<file path="config.mk">
export PLATFORM = sky130hd
export DESIGN_NAME = dpram_burst_reader
export DESIGN_NICKNAME = d
export VERILOG_FILES = /design/src/rtl/dpram_burst_reader.sv
export SDC_FILE = /design/constraint.sdc
export NUM_CORES = 1
export LEC_CHECK = 0
export ABC_AREA = 1
export ABC_CLOCK_PERIOD_IN_PS = 2440
export CAP_MARGIN = 25
export CORE_MARGIN = 2
export CORE_UTILIZATION = 45
export CTS_BUF_LIST = sky130_fd_sc_hd__clkbuf_8
export CTS_CLUSTER_DIAMETER = 60
export DETAILED_ROUTE_END_ITERATION = 12
export PLACE_DENSITY_LB_ADDON = 0.12
export SETUP_SLACK_MARGIN = 0.3
export SLEW_MARGIN = 5
export SYNTH_ARGS = -nofsm -noshare
export SYNTH_HDL_FRONTEND = slang
export SYNTH_SLANG_ARGS = --single-unit
</file>
<file path="constraint.sdc">
create_clock -name i_clk -period 2.44 [get_ports i_clk]
set_clock_uncertainty 0.05 [all_clocks]
set_input_delay 0.732 -clock i_clk [delete_from_list [all_inputs] [get_ports i_clk]]
set_output_delay 0.732 -clock i_clk [all_outputs]
set_load 0.02 [all_outputs]
</file>
<file path="src/rtl/dpram_burst_reader.sv">
// Burst read master for port B of a dual-port RAM.
// A request (start address, beats-1) is turned into one RAM read per cycle
// with address wrap-around. A shift register tracks the RAM read latency,
// and returned words are buffered in a small FIFO that feeds a valid/ready
// stream. Reads are only issued when the FIFO is guaranteed to have room
// for every word already in flight, so backpressure never drops data.
module dpram_burst_reader #(
  parameter int ADDR_WIDTH    = 4,
  parameter int DATA_WIDTH    = 8,
  parameter int READ_LANTENCY = 1,
  parameter int FIFO_DEPTH    = 4
) (
  input  logic                  i_clk,
  input  logic                  i_rst,
  input  logic                  i_req_valid,
  output logic                  o_req_ready,
  input  logic [ADDR_WIDTH-1:0] i_req_addr,
  input  logic [ADDR_WIDTH-1:0] i_req_len,
  output logic                  o_enb,
  output logic                  o_web,
  output logic [ADDR_WIDTH-1:0] o_addrb,
  output logic [DATA_WIDTH-1:0] o_dinb,
  input  logic [DATA_WIDTH-1:0] i_doutb,
  output logic                  o_data_valid,
  input  logic                  i_data_ready,
  output logic [DATA_WIDTH-1:0] o_data,
  output logic                  o_data_last,
  output logic                  o_busy
);

  localparam logic [1:0] ST_IDLE  = 2'd0;
  localparam logic [1:0] ST_READ  = 2'd1;
  localparam logic [1:0] ST_DRAIN = 2'd2;

  localparam int CNT_W = $clog2(FIFO_DEPTH + 1);
  localparam int PTR_W = (FIFO_DEPTH > 1) ? $clog2(FIFO_DEPTH) : 1;

  logic [1:0]            state_reg;
  logic [ADDR_WIDTH-1:0] addr_reg;
  logic [ADDR_WIDTH-1:0] remain_reg;

  logic [READ_LANTENCY-1:0] pipe_valid_reg;
  logic [READ_LANTENCY-1:0] pipe_last_reg;
  logic [CNT_W-1:0]         inflight_reg;

  logic [DATA_WIDTH:0] fifo_mem [FIFO_DEPTH];
  logic [PTR_W-1:0]    wr_ptr_reg;
  logic [PTR_W-1:0]    rd_ptr_reg;
  logic [CNT_W-1:0]    fifo_count_reg;

  logic                credit_ok;
  logic                issue;
  logic                issue_last;
  logic                push;
  logic                pop;
  logic [DATA_WIDTH:0] fifo_head;

  // Conservative credit: a pop in the same cycle is not counted as free space.
  assign credit_ok  = ({1'b0, inflight_reg} + {1'b0, fifo_count_reg}) < (CNT_W+1)'(FIFO_DEPTH);
  assign issue      = (state_reg == ST_READ) && credit_ok;
  assign issue_last = issue && (remain_reg == '0);
  assign push       = pipe_valid_reg[READ_LANTENCY-1];
  assign pop        = o_data_valid && i_data_ready;
  assign fifo_head  = fifo_mem[rd_ptr_reg];

  assign o_req_ready  = (state_reg == ST_IDLE);
  assign o_busy       = (state_reg != ST_IDLE);
  assign o_enb        = issue;
  assign o_web        = 1'b0;
  assign o_dinb       = '0;
  assign o_addrb      = issue ? addr_reg : '0;
  assign o_data_valid = (fifo_count_reg != '0);
  // Head is masked while empty so a stale entry never shows on the outputs.
  assign o_data       = o_data_valid ? fifo_head[DATA_WIDTH-1:0] : '0;
  assign o_data_last  = o_data_valid ? fifo_head[DATA_WIDTH] : 1'b0;

  function automatic logic [PTR_W-1:0] ptr_inc(input logic [PTR_W-1:0] p);
    return (p == PTR_W'(FIFO_DEPTH - 1)) ? '0 : p + PTR_W'(1);
  endfunction

  // Burst sequencing: accept in IDLE, issue in READ, wait for last pop in DRAIN.
  always_ff @(posedge i_clk or posedge i_rst) begin
    if (i_rst) begin
      state_reg  <= ST_IDLE;
      addr_reg   <= '0;
      remain_reg <= '0;
    end else begin
      case (state_reg)
        ST_IDLE: begin
          if (i_req_valid) begin
            addr_reg   <= i_req_addr;
            remain_reg <= i_req_len;
            state_reg  <= ST_READ;
          end
        end
        ST_READ: begin
          if (issue) begin
            addr_reg   <= addr_reg + ADDR_WIDTH'(1);
            remain_reg <= remain_reg - ADDR_WIDTH'(1);
            if (remain_reg == '0) state_reg <= ST_DRAIN;
          end
        end
        ST_DRAIN: begin
          if (pop && o_data_last) state_reg <= ST_IDLE;
        end
        default: state_reg <= ST_IDLE;
      endcase
    end
  end

  // Latency shift register carrying {valid, last} alongside each RAM read.
  always_ff @(posedge i_clk or posedge i_rst) begin
    if (i_rst) begin
      pipe_valid_reg <= '0;
      pipe_last_reg  <= '0;
    end else begin
      pipe_valid_reg[0] <= issue;
      pipe_last_reg[0]  <= issue_last;
      for (int i = 1; i < READ_LANTENCY; i++) begin
        pipe_valid_reg[i] <= pipe_valid_reg[i-1];
        pipe_last_reg[i]  <= pipe_last_reg[i-1];
      end
    end
  end

  // Reads issued whose data has not yet been captured into the FIFO.
  always_ff @(posedge i_clk or posedge i_rst) begin
    if (i_rst) begin
      inflight_reg <= '0;
    end else begin
      case ({issue, push})
        2'b10:   inflight_reg <= inflight_reg + CNT_W'(1);
        2'b01:   inflight_reg <= inflight_reg - CNT_W'(1);
        default: inflight_reg <= inflight_reg;
      endcase
    end
  end

  // FIFO storage: data plus last tag, written when a read leaves the pipeline.
  always_ff @(posedge i_clk) begin
    if (push) fifo_mem[wr_ptr_reg] <= {pipe_last_reg[READ_LANTENCY-1], i_doutb};
  end

  // FIFO pointers and occupancy; simultaneous push and pop leaves count unchanged.
  always_ff @(posedge i_clk or posedge i_rst) begin
    if (i_rst) begin
      wr_ptr_reg     <= '0;
      rd_ptr_reg     <= '0;
      fifo_count_reg <= '0;
    end else begin
      if (push) wr_ptr_reg <= ptr_inc(wr_ptr_reg);
      if (pop)  rd_ptr_reg <= ptr_inc(rd_ptr_reg);
      case ({push, pop})
        2'b10:   fifo_count_reg <= fifo_count_reg + CNT_W'(1);
        2'b01:   fifo_count_reg <= fifo_count_reg - CNT_W'(1);
        default: fifo_count_reg <= fifo_count_reg;
      endcase
    end
  end

endmodule

</file>
# [Word level (Yosys, flattened, before mapping)]
# Memories as Yosys holds them, arrays and structs flattened.
# Index checks and enable logic that the tools add are counted.
[classes] n_addsub=9 mul=0 n_div=0 magnitude_cmp=1 eq_ne=12 shift=0 n_mux=20 bitwise=0 reduce_logical=13
[op_table] cell="4-bit 2-to-1 mux" n=5
[op_table] cell="4-bit case mux with 2 select lines" n=2
[op_table] cell="2-bit 2-to-1 mux" n=6
[op_table] cell="3-bit case mux with 2 select lines" n=2
[op_table] cell="2-bit equality test (second input constant)" n=5
[op_table] cell="8-bit 2-to-1 mux" n=1
[op_table] cell="2-bit nonzero test" n=4
[op_table] cell="3-bit by 1-bit adder with 3-bit output (second input constant)" n=2
[op_table] cell="2-bit by 1-bit equality test with 1-bit output (second input constant)" n=3
[op_table] cell="2-bit != test (second input constant)" n=3
[op_table] cell="2-bit case mux with 3 select lines" n=1
[op_table] cell="3-bit by 1-bit subtractor with 3-bit output (second input constant)" n=2
[op_table] cell="2-bit by 1-bit adder with 2-bit output (second input constant)" n=2
[op_table] cell="3-bit by 3-bit adder with 4-bit output" n=1
[op_table] cell="4-bit by 1-bit adder with 4-bit output (second input constant)" n=1
[op_table] cell="1-bit logical AND" n=4
[op_table] cell="4-bit logical NOT" n=1
[op_table] cell="4-bit by 3-bit less-than comparator with 1-bit output (second input constant)" n=1
[op_table] cell="4-bit AND reduction" n=1
[op_table] cell="4-bit by 1-bit subtractor with 4-bit output (second input constant)" n=1
[op_table] cell="1-bit 2-to-1 mux" n=3
[op_table] cell="3-bit AND reduction" n=1
[op_table] cell="3-bit nonzero test" n=1
[op_table] cell="2-bit logical NOT" n=1
[op_table] cell="2-bit by 1-bit != test with 1-bit output (second input constant)" n=1
[totals] reg_bits=22 latch_bits=0 mem_bits_rw=36 romBits=0 inputBits=20 out_inout_bits=26 n_memories=1
[mem_list] memory="fifo_mem" words=4 word_bits=9 read_ports=1 rd_clocked_by_memory_dff=0 wr=1 line_no="46" source="logic [DATA_WIDTH:0] fifo_mem [FIFO_DEPTH];"

# [Depth between registers and ports, before layout]
[depth] ltp_word=5 ltp_mapped=11

# [Least setup slack after synthesis]
# Ideal clock, no wire load.
[synth_timing] kind="reg2out" from="reg inflight_reg[2]" to="out o_addrb[0]" arrival_time_ns=1.574 required_time_ns=1.658 slack_ns=0.084 stages_incl_launch_ff=7 path_buffers=0 path_cell_list="dfrtp_1 > ha_1 > nor2_1 > nand3_1 > nor2_2 > inv_2 > nor2_1"
[synth_via] elab_chain_len=4
[synth_rtl] element="start, declared" line_no="44" source="logic [CNT_W-1:0] inflight_reg;"
[synth_rtl] element="start signal, assigned" line_no="132" source="2'b10: inflight_reg <= inflight_reg + CNT_W'(1);"
[synth_rtl] element="start signal, assigned" line_no="133" source="2'b01: inflight_reg <= inflight_reg - CNT_W'(1);"
[synth_rtl] element="start signal, assigned" line_no="134" source="default: inflight_reg <= inflight_reg;"
[synth_rtl] element="3-bit by 3-bit adder with 4-bit output" line_no="59" source="assign credit_ok = ({1'b0, inflight_reg} + {1'b0, fifo_count_reg}) < (CNT_W+1)'(FIFO_DEPTH);"
[synth_rtl] element="4-bit by 3-bit less-than comparator with 1-bit output" line_no="59"
[synth_rtl] element="1-bit logical AND" line_no="60" source="assign issue = (state_reg == ST_READ) && credit_ok;"
[synth_rtl] element="named net o_enb" line_no="19" source="output logic o_enb,"
[synth_rtl] element="4-bit 2-to-1 mux" line_no="71" source="assign o_addrb = issue ? addr_reg : '0;"
[synth_rtl] element="end, declared" line_no="21" source="output logic [ADDR_WIDTH-1:0] o_addrb,"
# The timed path passes the listed nets, and every way through them passes these cells.

# [Worst setup path after layout]
[layout_timing] from="reg inflight_reg[1]" to="out o_addrb[1]"
[layout_via] elab_chain_len=4
[layout_rtl] element="3-bit by 3-bit adder with 4-bit output" line_no="59"
[layout_rtl] element="4-bit by 3-bit less-than comparator with 1-bit output" line_no="59"
[layout_rtl] element="1-bit logical AND" line_no="60"
[layout_rtl] element="4-bit 2-to-1 mux" line_no="71"
# Every way passes these cells.

==> flow_summary.toml <==
[final_layout]
final_common_cell = "nand2_1"
fin_cells = 442
syn2layout_area_growth_pct = 42.11
largest_reg_flops = 36
design_area_sq_mm = 0.004003
final_cell_mix = "49 x nand2_1, 36 x edfxtp_1, 30 x buf_4"
nFillCells = 470
seq_area_sq_mm = 0.001633
finalNetCount = 395
finalCoreUtilization_pct = 66.81
drive_above_1_share_pct = 38.15
n_antenna_cell = 0
multi_input_area_sq_mm = 0.001220

[sta]
setup_viol = 1
grt_setup_unrepaired = "yes"
timing.final.crit_period_ns = 2.444
hold_violations = 0
slew_viol_final = 0
fmax_mhz = 409.2
period_share_pct = 100.2
hold_ws_ns = 0.4394
fin_ws_ns = -0.003708

[detailed_routing]
wl_per_cell_um = 13.86
ant_nets = 0
first_iter_violations = 80
first_pass_iters = 4
num_vias = 2132
wl_um = 6127
post_drt_via_cell_ratio = 4.824
drc = 0

[yosys]
yosysWarnings = 0
ys_seq_area_share_pct = 57.93
ys_types = 29
netlist_area_sq_mm = 0.002816
avgSynthCellArea_sq_um = 9.882
ys_ff_latch = 58
netlist_instances = 285

[place]
place_congestion = 0.7787
io_buffers = 36
dp.cells = 406
hpwl_um = 3796
place_ws_ns = -0.1185
placed_cell_area_sq_mm = 0.003361

[clock_tree]
cts_max_level = 3
cts.sinks = 58
numCtsBuffers = 9
cts-root-buf = "clkbuf_8"
cts_buffer_depth = 2
insertion_delay_ns = 0.33
cts_tree = "done"
postCtsHoldBufs = 0
clkTransAtPathRegs_ns = 0.07

[die]
die_w_um = 83.11
core_region_area_sq_mm = 0.005991
die_h_um = 83.11
initial_core_util_pct = 47.01
ios = 46
row_count = 28
die-area_sq_mm = 0.006907

[power_and_ir_drop]
p_per_area_mw_per_mm2 = 1494
vdd_drop_max_uv = 921.6
p_leak_nw = 1.722

[setup_path]
worstSetupEndpointType = "primary output"
startpoint_type = "flop"
crit_type = "reg -> out"
cp_data_arrival_time_ns = 1.66
critPathMaxFanout = 5
worst-endpoint-required_ns = 1.66

[worst_hold_path]
hp-class = "reg -> reg"

[global_route]
overflow = 0
grt_pass1_wl_um = 10030
grt_pass1_vias = 2165
grt_max_degree = 23
antenna_found_initial = 0
track_usage_pct = 18.39

[run_status]
violations = "setup timing"
status = "complete, but fails checks"

[job]
maxCapViolCount = 0
-- path summary, 6_finish.rpt --
kind / from / end / slack, ns / cells past startpoint
setup / recovery: inflight_reg[1] / o_addrb[1] / -0.004 / 7
hold / removal: addr_reg[3] / addr_reg[3] / 0.44 / 2
setup reg to reg: fifo_count_reg[1] / inflight_reg[2] / 0.16 / 13
hold reg to reg: addr_reg[3] / addr_reg[3] / 0.44 / 2
max in group asynchronous: i_rst / rd_ptr_reg[0] / 1.39 / 3
min in group asynchronous: i_rst / inflight_reg[0] / 0.70 / 3
-- layout make-up --
| cell class | instances | share of cell area, % |
|---|---|---|
| repair buffers | 74 | 17.82 |
| flip-flops and latches | 58 | 40.79 |
| multi-input cells | 186 | 30.48 |
| well taps | 75 | 2.344 |
| inverters | 33 | 3.345 |
| clock inverters | 7 | 2.126 |
| clock buffers | 9 | 3.095 |
-- per-layer routing --
layer / routed length, um / track usage (%) / up-vias
met2: 3231 / 31.67 / 46
met4: 37 / 5.365 / 0
met5: 0 / 0 / -
met1: 2528 / 22.48 / 1018
met3: 330 / 5.268 / 5
li1: - / - / 1063
-- critical path, stage by stage, from the launching register on --
cell     delay, ns
dfrtp_1       0.39
ha_1          0.31
nand3_1       0.10
nand3_2       0.11
nor2_4        0.14
inv_4         0.08
nor2_4        0.07
buf_4         0.13
-- metrics by stage --
stage	power (mW)	TNS, ns
3_3_place_gp	4.221	-0.4923
3_5_place_dp	4.277	-0.5943
2_1_floorplan	3.342	0
4_1_cts	5.384	0
6_report	5.980	-0.003708
5_1_grt	6.475	-0.5888
-- cells by family after synthesis --
kind of cell,after synthesis,share of synthesized area (%)
AO/OA/AOI/OAI,46,8.796
XOR/XNOR,5,1.555
adder cells (fa/ha/maj),13,6.308
buffers and inverters,49,8.574
flip-flops,58,57.93
other,1,0.1331
AND/OR/NAND/NOR,113,16.70
-- report_power, final --
part / internal, mW / total [mW] / switching [mW]
clock: 0.564 / 0.944 / 0.380
combinational: 1.59 / 3.50 / 1.91
sequential: 1.34 / 1.54 / 0.200
-- Yosys cell counts --
cell type	count	area, sq um
nand2_1	52	195.2
fa_1	2	40.04
clkinv_1	1	3.750
buf_2	1	5.000
inv_1	26	97.59
clkbuf_1	2	7.510
nor2_4	1	11.26
o21ai_1	2	10.01
o21ai_0	28	140.1
xor2_1	2	17.52
edfxtp_1	36	1081
a21boi_0	2	15.01
nand3_2	1	10.01
a21oi_1	10	50.05
o21ai_2	3	26.28
nand3_1	10	50.05
a31oi_1	1	6.260
nor2_2	3	18.77
buf_4	11	82.58
conb_1	1	3.750
buf_6	2	22.52
dfrtp_1	22	550.5
inv_2	6	22.52
nand2_2	1	6.260
nor2_1	43	161.4
xnor2_1	3	26.28
nand2_4	1	11.26
or2_2	1	6.260
ha_1	11	137.6
-- repair_timing --
action                                  CTS  global route
endpoints found under the setup margin   20            20
pin swaps                                 3            29
setup buffers                             6            11
cloned                                    2             1
resized for setup                        97            96
Power figures use the tool's default switching activity.
